File: config.mk
export PLATFORM = sky130hd
export DESIGN_NAME = rs_alloc_unit_flat
export DESIGN_NICKNAME = d
export VERILOG_FILES = /design/src/rtl/rs_alloc_if.sv /design/src/rtl/rs_alloc_unit.sv /design/src/flat_wrapper.sv
export SDC_FILE = /design/constraint.sdc
export NUM_CORES = 1
export LEC_CHECK = 0
export ABC_AREA = 0
export BUFFER_PORTS_ARGS = -buffer_cell sky130_fd_sc_hd__buf_4
export CORE_MARGIN = 3
export CORE_UTILIZATION = 25
export CTS_BUF_LIST = sky130_fd_sc_hd__clkbuf_4 sky130_fd_sc_hd__clkbuf_8 sky130_fd_sc_hd__clkbuf_16
export DETAILED_ROUTE_END_ITERATION = 8
export PLACE_DENSITY = 0.47
export SETUP_SLACK_MARGIN = 0.2
export SKIP_LAST_GASP = 1
export SYNTH_ARGS = -nofsm -noshare
export SYNTH_HDL_FRONTEND = slang
export SYNTH_SLANG_ARGS = --single-unit
File: constraint.sdc
create_clock -name clk_i -period 6.9 [get_ports clk_i]
set_input_delay 0.69 -clock clk_i [delete_from_list [all_inputs] [get_ports clk_i]]
set_output_delay 0.69 -clock clk_i [all_outputs]
set_load 0.005 [all_outputs]
File: src/rtl/rs_alloc_if.sv
// Dispatch-stage request interface of one reservation-station type.
// The dispatcher drives the requests; the allocator answers with grants and occupancy.
interface rs_alloc_if #(
    parameter int ENT_NUM = 8,
    parameter int ENT_SEL = $clog2(ENT_NUM)
);
    logic               req1_i;
    logic               req2_i;
    logic [1:0]         reqnum_i;
    logic               stall_dp_i;
    logic               kill_i;
    logic               free_en_i;
    logic [ENT_SEL-1:0] free_idx_i;
    logic [ENT_SEL-1:0] alloc1_idx_o;
    logic [ENT_SEL-1:0] alloc2_idx_o;
    logic               allocatable_o;
    logic               alloc_fire_o;
    logic [ENT_SEL:0]   free_cnt_o;
    logic [ENT_NUM-1:0] busy_vec_o;

    modport master (
        output req1_i, req2_i, reqnum_i, stall_dp_i, kill_i, free_en_i, free_idx_i,
        input  alloc1_idx_o, alloc2_idx_o, allocatable_o, alloc_fire_o, free_cnt_o, busy_vec_o
    );

    modport slave (
        input  req1_i, req2_i, reqnum_i, stall_dp_i, kill_i, free_en_i, free_idx_i,
        output alloc1_idx_o, alloc2_idx_o, allocatable_o, alloc_fire_o, free_cnt_o, busy_vec_o
    );
endinterface

File: src/rtl/rs_alloc_unit.sv
// Reservation-station entry allocator: busy bitmap, two-wide lowest-free grant,
// release on issue, full release on kill.
module rs_alloc_unit #(
    parameter int ENT_NUM = 8,
    parameter int ENT_SEL = $clog2(ENT_NUM)
) (
    input  logic     clk_i,
    input  logic     reset_i,
    rs_alloc_if.slave rs
);
    logic [ENT_NUM-1:0] busy;
    logic [ENT_SEL:0]   free_cnt;
    logic [ENT_NUM-1:0] busy_nxt;
    logic [ENT_SEL:0]   free_cnt_nxt;
    logic [ENT_SEL:0]   busy_cnt;
    logic [ENT_SEL-1:0] f0;
    logic [ENT_SEL-1:0] f1;
    logic               found0;
    logic               found1;
    logic [ENT_SEL-1:0] a1;
    logic [ENT_SEL-1:0] a2;
    logic               allocatable;
    logic               fire;
    logic               free_ok;

    // Candidates come from registered busy only, so a same-cycle free is not reusable yet.
    always_comb begin
        f0     = '0;
        f1     = '0;
        found0 = 1'b0;
        found1 = 1'b0;
        for (int i = 0; i < ENT_NUM; i++) begin
            if (!busy[i]) begin
                if (!found0) begin
                    f0     = ENT_SEL'(i);
                    found0 = 1'b1;
                end else if (!found1) begin
                    f1     = ENT_SEL'(i);
                    found1 = 1'b1;
                end
            end
        end
    end

    always_comb begin
        a1          = f0;
        a2          = rs.req1_i ? f1 : f0;
        allocatable = (free_cnt >= (ENT_SEL+1)'(rs.reqnum_i));
        fire        = (rs.reqnum_i != 2'd0) && allocatable && !rs.stall_dp_i && !rs.kill_i;
        free_ok     = rs.free_en_i && !rs.kill_i && (int'(rs.free_idx_i) < ENT_NUM)
                      && busy[rs.free_idx_i];
    end

    // Count is recomputed from the next bitmap so it can never drift from busy,
    // even when an illegal reqnum/req combination makes two grants collide.
    always_comb begin
        busy_nxt = busy;
        if (fire && rs.req1_i) busy_nxt[a1] = 1'b1;
        if (fire && rs.req2_i) busy_nxt[a2] = 1'b1;
        if (free_ok)           busy_nxt[rs.free_idx_i] = 1'b0;
        if (rs.kill_i)         busy_nxt = '0;
        busy_cnt = '0;
        for (int i = 0; i < ENT_NUM; i++) begin
            busy_cnt = busy_cnt + (ENT_SEL+1)'(busy_nxt[i]);
        end
        free_cnt_nxt = (ENT_SEL+1)'(ENT_NUM) - busy_cnt;
    end

    always_ff @(posedge clk_i or negedge reset_i) begin
        if (!reset_i) begin
            busy     <= '0;
            free_cnt <= (ENT_SEL+1)'(ENT_NUM);
        end else begin
            busy     <= busy_nxt;
            free_cnt <= free_cnt_nxt;
        end
    end

    assign rs.alloc1_idx_o  = a1;
    assign rs.alloc2_idx_o  = a2;
    assign rs.allocatable_o = allocatable;
    assign rs.alloc_fire_o  = fire;
    assign rs.free_cnt_o    = free_cnt;
    assign rs.busy_vec_o    = busy;
endmodule

File: src/flat_wrapper.sv
// flat-port wrapper written by rule: the top's interface ports become plain ports
module rs_alloc_unit_flat 
#(
    parameter int ENT_NUM = 8,
    parameter int ENT_SEL = $clog2(ENT_NUM)
)
  (clk_i, reset_i, rs_req1_i, rs_req2_i, rs_reqnum_i, rs_stall_dp_i, rs_kill_i, rs_free_en_i, rs_free_idx_i, rs_alloc1_idx_o, rs_alloc2_idx_o, rs_allocatable_o, rs_alloc_fire_o, rs_free_cnt_o, rs_busy_vec_o);
  rs_alloc_if #(.ENT_NUM(ENT_NUM), .ENT_SEL(ENT_SEL)) rs_i ();
  input  logic clk_i;
  input  logic reset_i;
  input wire logic [$bits(rs_i.req1_i)-1:0] rs_req1_i;
  input wire logic [$bits(rs_i.req2_i)-1:0] rs_req2_i;
  input wire logic [$bits(rs_i.reqnum_i)-1:0] rs_reqnum_i;
  input wire logic [$bits(rs_i.stall_dp_i)-1:0] rs_stall_dp_i;
  input wire logic [$bits(rs_i.kill_i)-1:0] rs_kill_i;
  input wire logic [$bits(rs_i.free_en_i)-1:0] rs_free_en_i;
  input wire logic [$bits(rs_i.free_idx_i)-1:0] rs_free_idx_i;
  output wire logic [$bits(rs_i.alloc1_idx_o)-1:0] rs_alloc1_idx_o;
  output wire logic [$bits(rs_i.alloc2_idx_o)-1:0] rs_alloc2_idx_o;
  output wire logic [$bits(rs_i.allocatable_o)-1:0] rs_allocatable_o;
  output wire logic [$bits(rs_i.alloc_fire_o)-1:0] rs_alloc_fire_o;
  output wire logic [$bits(rs_i.free_cnt_o)-1:0] rs_free_cnt_o;
  output wire logic [$bits(rs_i.busy_vec_o)-1:0] rs_busy_vec_o;
  assign rs_i.req1_i = rs_req1_i;
  assign rs_i.req2_i = rs_req2_i;
  assign rs_i.reqnum_i = rs_reqnum_i;
  assign rs_i.stall_dp_i = rs_stall_dp_i;
  assign rs_i.kill_i = rs_kill_i;
  assign rs_i.free_en_i = rs_free_en_i;
  assign rs_i.free_idx_i = rs_free_idx_i;
  assign rs_alloc1_idx_o = rs_i.alloc1_idx_o;
  assign rs_alloc2_idx_o = rs_i.alloc2_idx_o;
  assign rs_allocatable_o = rs_i.allocatable_o;
  assign rs_alloc_fire_o = rs_i.alloc_fire_o;
  assign rs_free_cnt_o = rs_i.free_cnt_o;
  assign rs_busy_vec_o = rs_i.busy_vec_o;
  rs_alloc_unit #(.ENT_NUM(ENT_NUM), .ENT_SEL(ENT_SEL)) u_core (.clk_i(clk_i), .reset_i(reset_i), .rs(rs_i));
endmodule
# ---- Yosys cells after proc, flatten, opt, wreduce, memory -nomap -nowiden
# Cells that the tools add are included.
dict set report totals {
  ff_bits 12
  latch_bits 0
  ramBits 0
  romBits 0
  output_inout_bits 20
  memories 0
}
dict set report op_classes {
  add_sub_neg 8
  n_mul 0
  n_div 0
  order_cmp 7
  eq_ne 0
  shifts 0
  muxes 65
  n_bitwise 4
  reduce_logical 13
}
# cell n
set ops {}
lappend ops {{$mux 3} 33}
lappend ops {{$mux 8} 4}
lappend ops {{$add 4x1->4} 6}
lappend ops {{$mux 1} 24}
lappend ops {{$or 8x8->8} 2}
lappend ops {{$lt 3x4->1 const B} 3}
lappend ops {{$logic_and 1x1->1} 10}
lappend ops {{$demux 1 s3} 3}
lappend ops {{$ge 3x1->1 const B} 3}
lappend ops {{$and 8x8->8} 1}
lappend ops {{$not 8->8} 1}
lappend ops {{$ge 4x2->1} 1}
lappend ops {{$sub 4x4->4 const A} 1}
lappend ops {{$bmux 1 s3} 1}
lappend ops {{$add 1x1->2} 1}
lappend ops {{$logic_not 1->1} 2}
lappend ops {{$reduce_bool 2->1} 1}

# ---- Logic depth before layout (Yosys ltp)
dict set report depth {
  depth_word 38
  ltp_mapped 19
}

# ---- Worst setup path before layout
# Ideal clock, no wire load.
dict set report synth_path {
  path_kind {input to register}
  startpoint {input rs_reqnum_i[1]}
  endpoint {register u_core.free_cnt[3], in the netlist u_core.rs.free_cnt_o[3]}
  arrival_time_ns 4.328
  t_required_ns 6.820
  setup_slack_ns 2.492
  stages 16
  n_path_buf 0
  path_cell_list {inv_1 ha_1 o21ai_0 a2111oi_2 and4_1 a21oi_1 a311oi_1 a21oi_1 fa_1 ha_1 inv_1 fa_1 inv_1 fa_1 ha_1 xor2_1}
}
dict set report synth_via {
  elab_chain_len 19
  word_cells_on_any_way 21
  classes_between {add/sub (8); order compare (1); mux (4); bitwise (2); reduce/logical (6)}
}
# element line
set synth_rtl {}
lappend synth_rtl {{start: declaration} flat_wrapper.sv:13} ;# input wire logic [$bits(rs_i.reqnum_i)-1:0] rs_reqnum_i;
lappend synth_rtl {{$ge 4x2->1 or $reduce_bool 2->1 (tied branches)} {rs_alloc_unit.sv:48, rs_alloc_unit.sv:49}}
lappend synth_rtl {{$logic_and 1x1->1 (*) (3 in a row)} rs_alloc_unit.sv:49} ;# fire = (rs.reqnum_i != 2'd0) && allocatable && !rs.stall_dp_i && !rs.kill_i;
lappend synth_rtl {{net rs_alloc_fire_o} flat_wrapper.sv:21} ;# output wire logic [$bits(rs_i.alloc_fire_o)-1:0] rs_alloc_fire_o;
lappend synth_rtl {{$logic_and 1x1->1} rs_alloc_unit.sv:58} ;# if (fire && rs.req1_i) busy_nxt[a1] = 1'b1;
lappend synth_rtl {{$mux 8} rs_alloc_unit.sv:58}
lappend synth_rtl {{$or 8x8->8 (no line)} --}
lappend synth_rtl {{$mux 8 (*)} rs_alloc_unit.sv:59} ;# if (fire && rs.req2_i) busy_nxt[a2] = 1'b1;
lappend synth_rtl {{$and 8x8->8 (no line)} --}
lappend synth_rtl {{$mux 8 (*)} rs_alloc_unit.sv:60} ;# if (free_ok) busy_nxt[rs.free_idx_i] = 1'b0;
lappend synth_rtl {{$mux 8 (*)} rs_alloc_unit.sv:61} ;# if (rs.kill_i) busy_nxt = '0;
lappend synth_rtl {{$add 1x1->2} rs_alloc_unit.sv:64} ;# busy_cnt = busy_cnt + (ENT_SEL+1)'(busy_nxt[i]);
lappend synth_rtl {{$add 4x1->4 (5 in a row)} rs_alloc_unit.sv:64}
lappend synth_rtl {{$add 4x1->4 (*)} rs_alloc_unit.sv:64}
lappend synth_rtl {{$sub 4x4->4 (*)} rs_alloc_unit.sv:66} ;# free_cnt_nxt = (ENT_SEL+1)'(ENT_NUM) - busy_cnt;
lappend synth_rtl {{net u_core.free_cnt_nxt[3]} rs_alloc_unit.sv:14} ;# logic [ENT_SEL:0] free_cnt_nxt;
lappend synth_rtl {{end signal: assignment} rs_alloc_unit.sv:72} ;# free_cnt <= (ENT_SEL+1)'(ENT_NUM);
lappend synth_rtl {{end signal: assignment} rs_alloc_unit.sv:75} ;# free_cnt <= free_cnt_nxt;
lappend synth_rtl {{end: declaration} rs_alloc_unit.sv:12} ;# logic [ENT_SEL:0] free_cnt;
# The timed path passes the listed nets; every way through them passes the cells marked *.

# ---- Worst setup path in the final report
dict set report layout_path {
  startpoint {register u_core.busy[0], in the netlist u_core.rs.busy_vec_o[0]}
  endpoint {register u_core.free_cnt[3], in the netlist u_core.rs.free_cnt_o[3]}
}
dict set report layout_via {
  elab_chain_len 38
  word_cells_on_any_way 81
  classes_between {add/sub (8); order compare (4); mux (63); bitwise (3); reduce/logical (3)}
}
# element line
set layout_rtl {}
lappend layout_rtl {{start: declaration} rs_alloc_unit.sv:11} ;# logic [ENT_NUM-1:0] busy;
lappend layout_rtl {{start signal: assignment} rs_alloc_unit.sv:74} ;# busy <= busy_nxt;
lappend layout_rtl {{$mux 1} {rs_alloc_unit.sv:33, rs_alloc_unit.sv:34}}
lappend layout_rtl {{$mux 3 or $mux 1 (tied branches)} rs_alloc_unit.sv:33} ;# if (!busy[i]) begin
lappend layout_rtl {{$mux 3} rs_alloc_unit.sv:37} ;# end else if (!found1) begin
lappend layout_rtl {{$mux 3} rs_alloc_unit.sv:34} ;# if (!found0) begin
lappend layout_rtl {{$mux 3} rs_alloc_unit.sv:33}
lappend layout_rtl {{$mux 3} rs_alloc_unit.sv:37}
lappend layout_rtl {{$mux 3} rs_alloc_unit.sv:34}
lappend layout_rtl {{$mux 3} rs_alloc_unit.sv:33}
lappend layout_rtl {{[19 not listed]} --}
lappend layout_rtl {{$and 8x8->8 (no line)} --}
lappend layout_rtl {{$mux 8 (*)} rs_alloc_unit.sv:60}
lappend layout_rtl {{$mux 8 (*)} rs_alloc_unit.sv:61}
lappend layout_rtl {{$add 1x1->2} rs_alloc_unit.sv:64}
lappend layout_rtl {{$add 4x1->4 (5 in a row)} rs_alloc_unit.sv:64}
lappend layout_rtl {{$add 4x1->4 (*)} rs_alloc_unit.sv:64}
lappend layout_rtl {{$sub 4x4->4 (*)} rs_alloc_unit.sv:66}
lappend layout_rtl {{net u_core.free_cnt_nxt[3]} rs_alloc_unit.sv:14}
# The timed path passes the listed nets; every way through them passes the cells marked *. The select of a mux whose other input is x is not followed.

==> results by stage <==
Worst setup path:
- The critical-path cell with the highest stage delay is a2111o_1.
- The worst setup path is launched from a register.
- On the worst path, the slowest cell contributes a delay of roughly 0.51 ns.
- The kind of end point of the critical path is a register.
- The biggest fanout along the worst timing path is 10.
- The critical path is of the reg2reg type.
- Data arrives at the worst endpoint at 4.88 ns.
- Walking the worst path, the cells encountered are ha_1 > and2_1 > a21oi_1 > a2111o_1 > a21boi_1 > o22a_4 > nand3b_4 > o22a_1 > fa_1 > ha_1 > inv_1 > fa_1 > inv_1 > fa_1 > ha_1 > xor2_1.
- Data on the critical path is required at its endpoint by 7.07 ns.

Timing:
- The final setup violation count is 0.
- The worst clock skew is 0.00336 ns.
- The worst path in the final design needs a cycle of 4.71 ns, including I/O delays and setup.
- Setup repair after global routing left no endpoint under its margin.
- The setup total negative slack is 0 ns.
- The total count of hold-check failures in the final report is 0.
- The transition time at the pin with the least slew margin is 0.745 ns.
- The final worst slack is roughly 2.2 ns.
- The final critical-path share of the clock period is 0.682.
- The maximum clock frequency is 212 MHz.
- The remaining max-slew budget at the tightest pin is 0.502.
- The number of pins exceeding their max-slew limit in the final report is 0.

Power and ir drop:
- For this design the static power due to leakage is 0.866 nW.
- The total power per unit cell area is roughly 120 nW/µm².
- The worst-case IR drop observed on VDD is 69.9 µV.

Die:
- Pin placement for this block handled 32 I/O pins.
- The initial utilization of the core area, before any placement, comes to 0.268.
- The die is 84.3 µm wide.
- The area enclosed by the die boundary is 7100 µm².
- The die is 84.3 µm tall.
- In this run the core area contains 27 standard-cell rows.
- In this run the standard cell core region covers 5710 µm².

Clock network:
- The post-cts resize count is 0.
- The clock root buffer is clkbuf_8.
- The count of hold-fix buffers inserted at cts is 0.
- CTS saw 12 sinks.
- The clock slew at the register clock pins of the worst setup and hold paths is 0.06 ns.
- Clock tree synthesis inserted a total of 3 buffers.
- The maximum level of the CTS H-tree is 1.
- The maximum root-to-sink buffer count is 2.
- TritonCTS built the clock tree.
- Post-CTS timing repair inserted 0 buffers for setup.
- The clock latency on the worst-skew pair is between 0.2 and 0.25 ns.

Finish:
- The layout cell share with drive strength beyond 1 is 0.271.
- The area growth from synthesis to layout is 20.2%.
- The count of cells in the finished layout, fillers not included, comes to 271.
- Measured on the finished design, the core utilization comes to 0.322.
- Summing all non-filler instances in the final layout gives an area of 1840 µm².
- The number of nets at the end of the flow is 230.
- The final antenna diode count is 0.

Place:
- The final weighted congestion in routability-driven placement is just under 0.8.
- The instance count after placement with tap cells included is 267.
- The worst setup slack before clock tree synthesis is 1.93 ns.
- Buffers placed on the I/O ports in this run total 31.
- The placed standard-cell area is 1790 µm².
- The HPWL after detailed placement is roughly 3.4 mm.

Synthesis:
- For this run, the leading register cell type out of synthesis is dfrtp_1.
- The share of synthesized registers carrying an async set or reset is 1.00.
- Yosys mapped the design onto 60 distinct sky130hd cell types.
- The share of the Yosys chip area taken by registers is 0.197.
- In this run, synthesis produced a sequential element count of 12.
- Summing every instance area after synthesis gives between 1500 and 2000 µm².
- In this run, synthesis inferred 0 flip-flops with an integrated enable.
- The number of warning messages in the yosys log is 0.
- The number of standard cells after synthesis is 174.
- Averaged over all synthesized cells, the footprint is 8.80 µm².
- The synthesized netlist net count is 204.

Detailed routing:
- After detailed routing, the total wire length is 4.19 mm.
- The average wire per standard cell is 15.4 µm.
- Once detail routing completed, the nets flagged for antenna violations numbered 0.
- The per-cell via count in the routed design is 5.13.
- The first TritonRoute pass finished after 4 iterations.
- After detailed routing, the number of remaining DRC violations is 0.
- The first routing iteration left 53 violations.
- Across all layers, the routed design uses 1389 vias.

Global route:
- The first-pass GRT wire length is around 7.1 mm.
- The via count of the first global-routing pass is ~1400.
- The number of antenna violations at the first check in global routing is 0.
- The all-layer global routing usage is 0.121.
- Entering global routing, the biggest net connects 20 pins.
- After global routing the overflow that remains totals 0.

Run:
- Across the run, the number of max-cap violations was 0.

Hold path:
- The path class of the tightest hold or removal check is in2async.

Run status:
- The flow ran to the end, and the final reports show no timing, DRC or antenna violations.
[final timing paths]
kind	startpoint	end	slack, ns	cells past startpoint
max	u_core.rs.busy_vec_o[0]	u_core.rs.free_cnt_o[3]	2.19	16
min	reset_i	u_core.rs.free_cnt_o[1]	0.27	1
max reg2reg	u_core.rs.busy_vec_o[0]	u_core.rs.free_cnt_o[3]	2.19	16
min reg2reg	u_core.rs.busy_vec_o[0]	u_core.rs.busy_vec_o[0]	0.82	2
max in group asynchronous	reset_i	u_core.rs.free_cnt_o[3]	6.39	1
min in group clk_i	u_core.rs.busy_vec_o[0]	u_core.rs.busy_vec_o[0]	0.82	2
[synth_stat cells, types with 2 or more instances]
cell	n	share of area
nor3b_2	2	0.016
xor2_1	3	0.017
dfrtp_1	11	0.18
o2bb2ai_1	3	0.017
buf_6	3	0.022
nand2b_1	3	0.012
nand2_1	9	0.022
a2bb2oi_1	2	0.011
a41oi_1	2	0.011
and2_1	4	0.016
nor3_1	2	0.0065
o22ai_1	3	0.012
nor2b_1	7	0.029
inv_1	15	0.037
buf_2	4	0.013
ha_1	15	0.12
fa_1	3	0.039
a31oi_1	6	0.025
nand3_1	3	0.0098
a31o_2	3	0.017
a31o_1	2	0.011
o211ai_1	2	0.0098
nor2_1	15	0.037
a21oi_1	13	0.042
o21ai_0	4	0.013
[cell usage in the layout (no fill, tap or decap), types with 2 or more instances in the layout]
master	Yosys	final
xor2_1	3	3
a31oi_1	6	6
nand2_1	9	9
nor2_1	15	15
o2bb2ai_1	3	3
nor3_1	2	2
a41oi_1	2	2
ha_1	15	15
a2bb2oi_1	2	2
nand3_1	3	3
buf_4	1	31
clkbuf_8	0	4
inv_1	15	15
fa_1	3	3
nor2b_1	7	7
dfrtp_1	11	11
nand2b_1	3	3
o21ai_0	4	4
a31o_2	3	3
a31o_1	2	2
and2_1	4	4
nor3b_2	2	2
o211ai_1	2	2
o22ai_1	3	3
a21oi_1	13	13
[layout make-up]
class,instances,area (µm²)
Sequential cell,12,302
Tap cell,72,90.1
Multi-Input combinational cell,137,1100
Fill cell,606,3870
Timing Repair Buffer,31,233
Clock buffer,4,55.1
Inverter,15,56.3
[metrics by stage]
stage	hold slack [ns]	total power, mW
after CTS	0.274	0.231
after detailed placement	0.540	0.151
after floorplan	0.394	0.121
after global placement	0.543	0.151
after global routing	0.283	0.241
final	0.274	0.226
[routing by layer]
metal	global-route usage	vias to the layer above	part of all wire
li1	-	684	-
met1	0.164	673	0.45
met2	0.213	29	0.51
met3	0.00981	3	0.032
met4	0.0175	0	0.0055
met5	0	-	0
[worst max-delay path: cells and delay by family (launching register included)]
kind,cells,cell delay (ns)
AOI/OAI and AO/OA,5,1.26
buffers and inverters,2,0.10
and+or+nand+nor,2,0.50
xor gates and xnor gates,1,0.16
adders and majority gates,6,2.14
DFF,1,0.48
[cell families after synthesis]
group / after synthesis / synth area share
xor gates and xnor gates: 3 / 0.0172
DFF: 12 / 0.197
adders and majority gates: 18 / 0.162
buffers and inverters: 25 / 0.0817
AOI/OAI and AO/OA: 56 / 0.302
and+or+nand+nor: 60 / 0.240
[report_power, final]
group	total (mW)	switching [mW]	internal, mW
sequential	0.0822	0.00575	0.0764
combinational	0.0657	0.0332	0.0325
clock	0.0785	0.0280	0.0505
total	0.226	0.0669	0.159
[sequential cells by signal, summed over array words and instances, names as in the netlist]
register and flops:
u_core.rs.free_cnt_o 4, u_core.rs.busy_vec_o 8
Power figures use the tool's default switching activity.
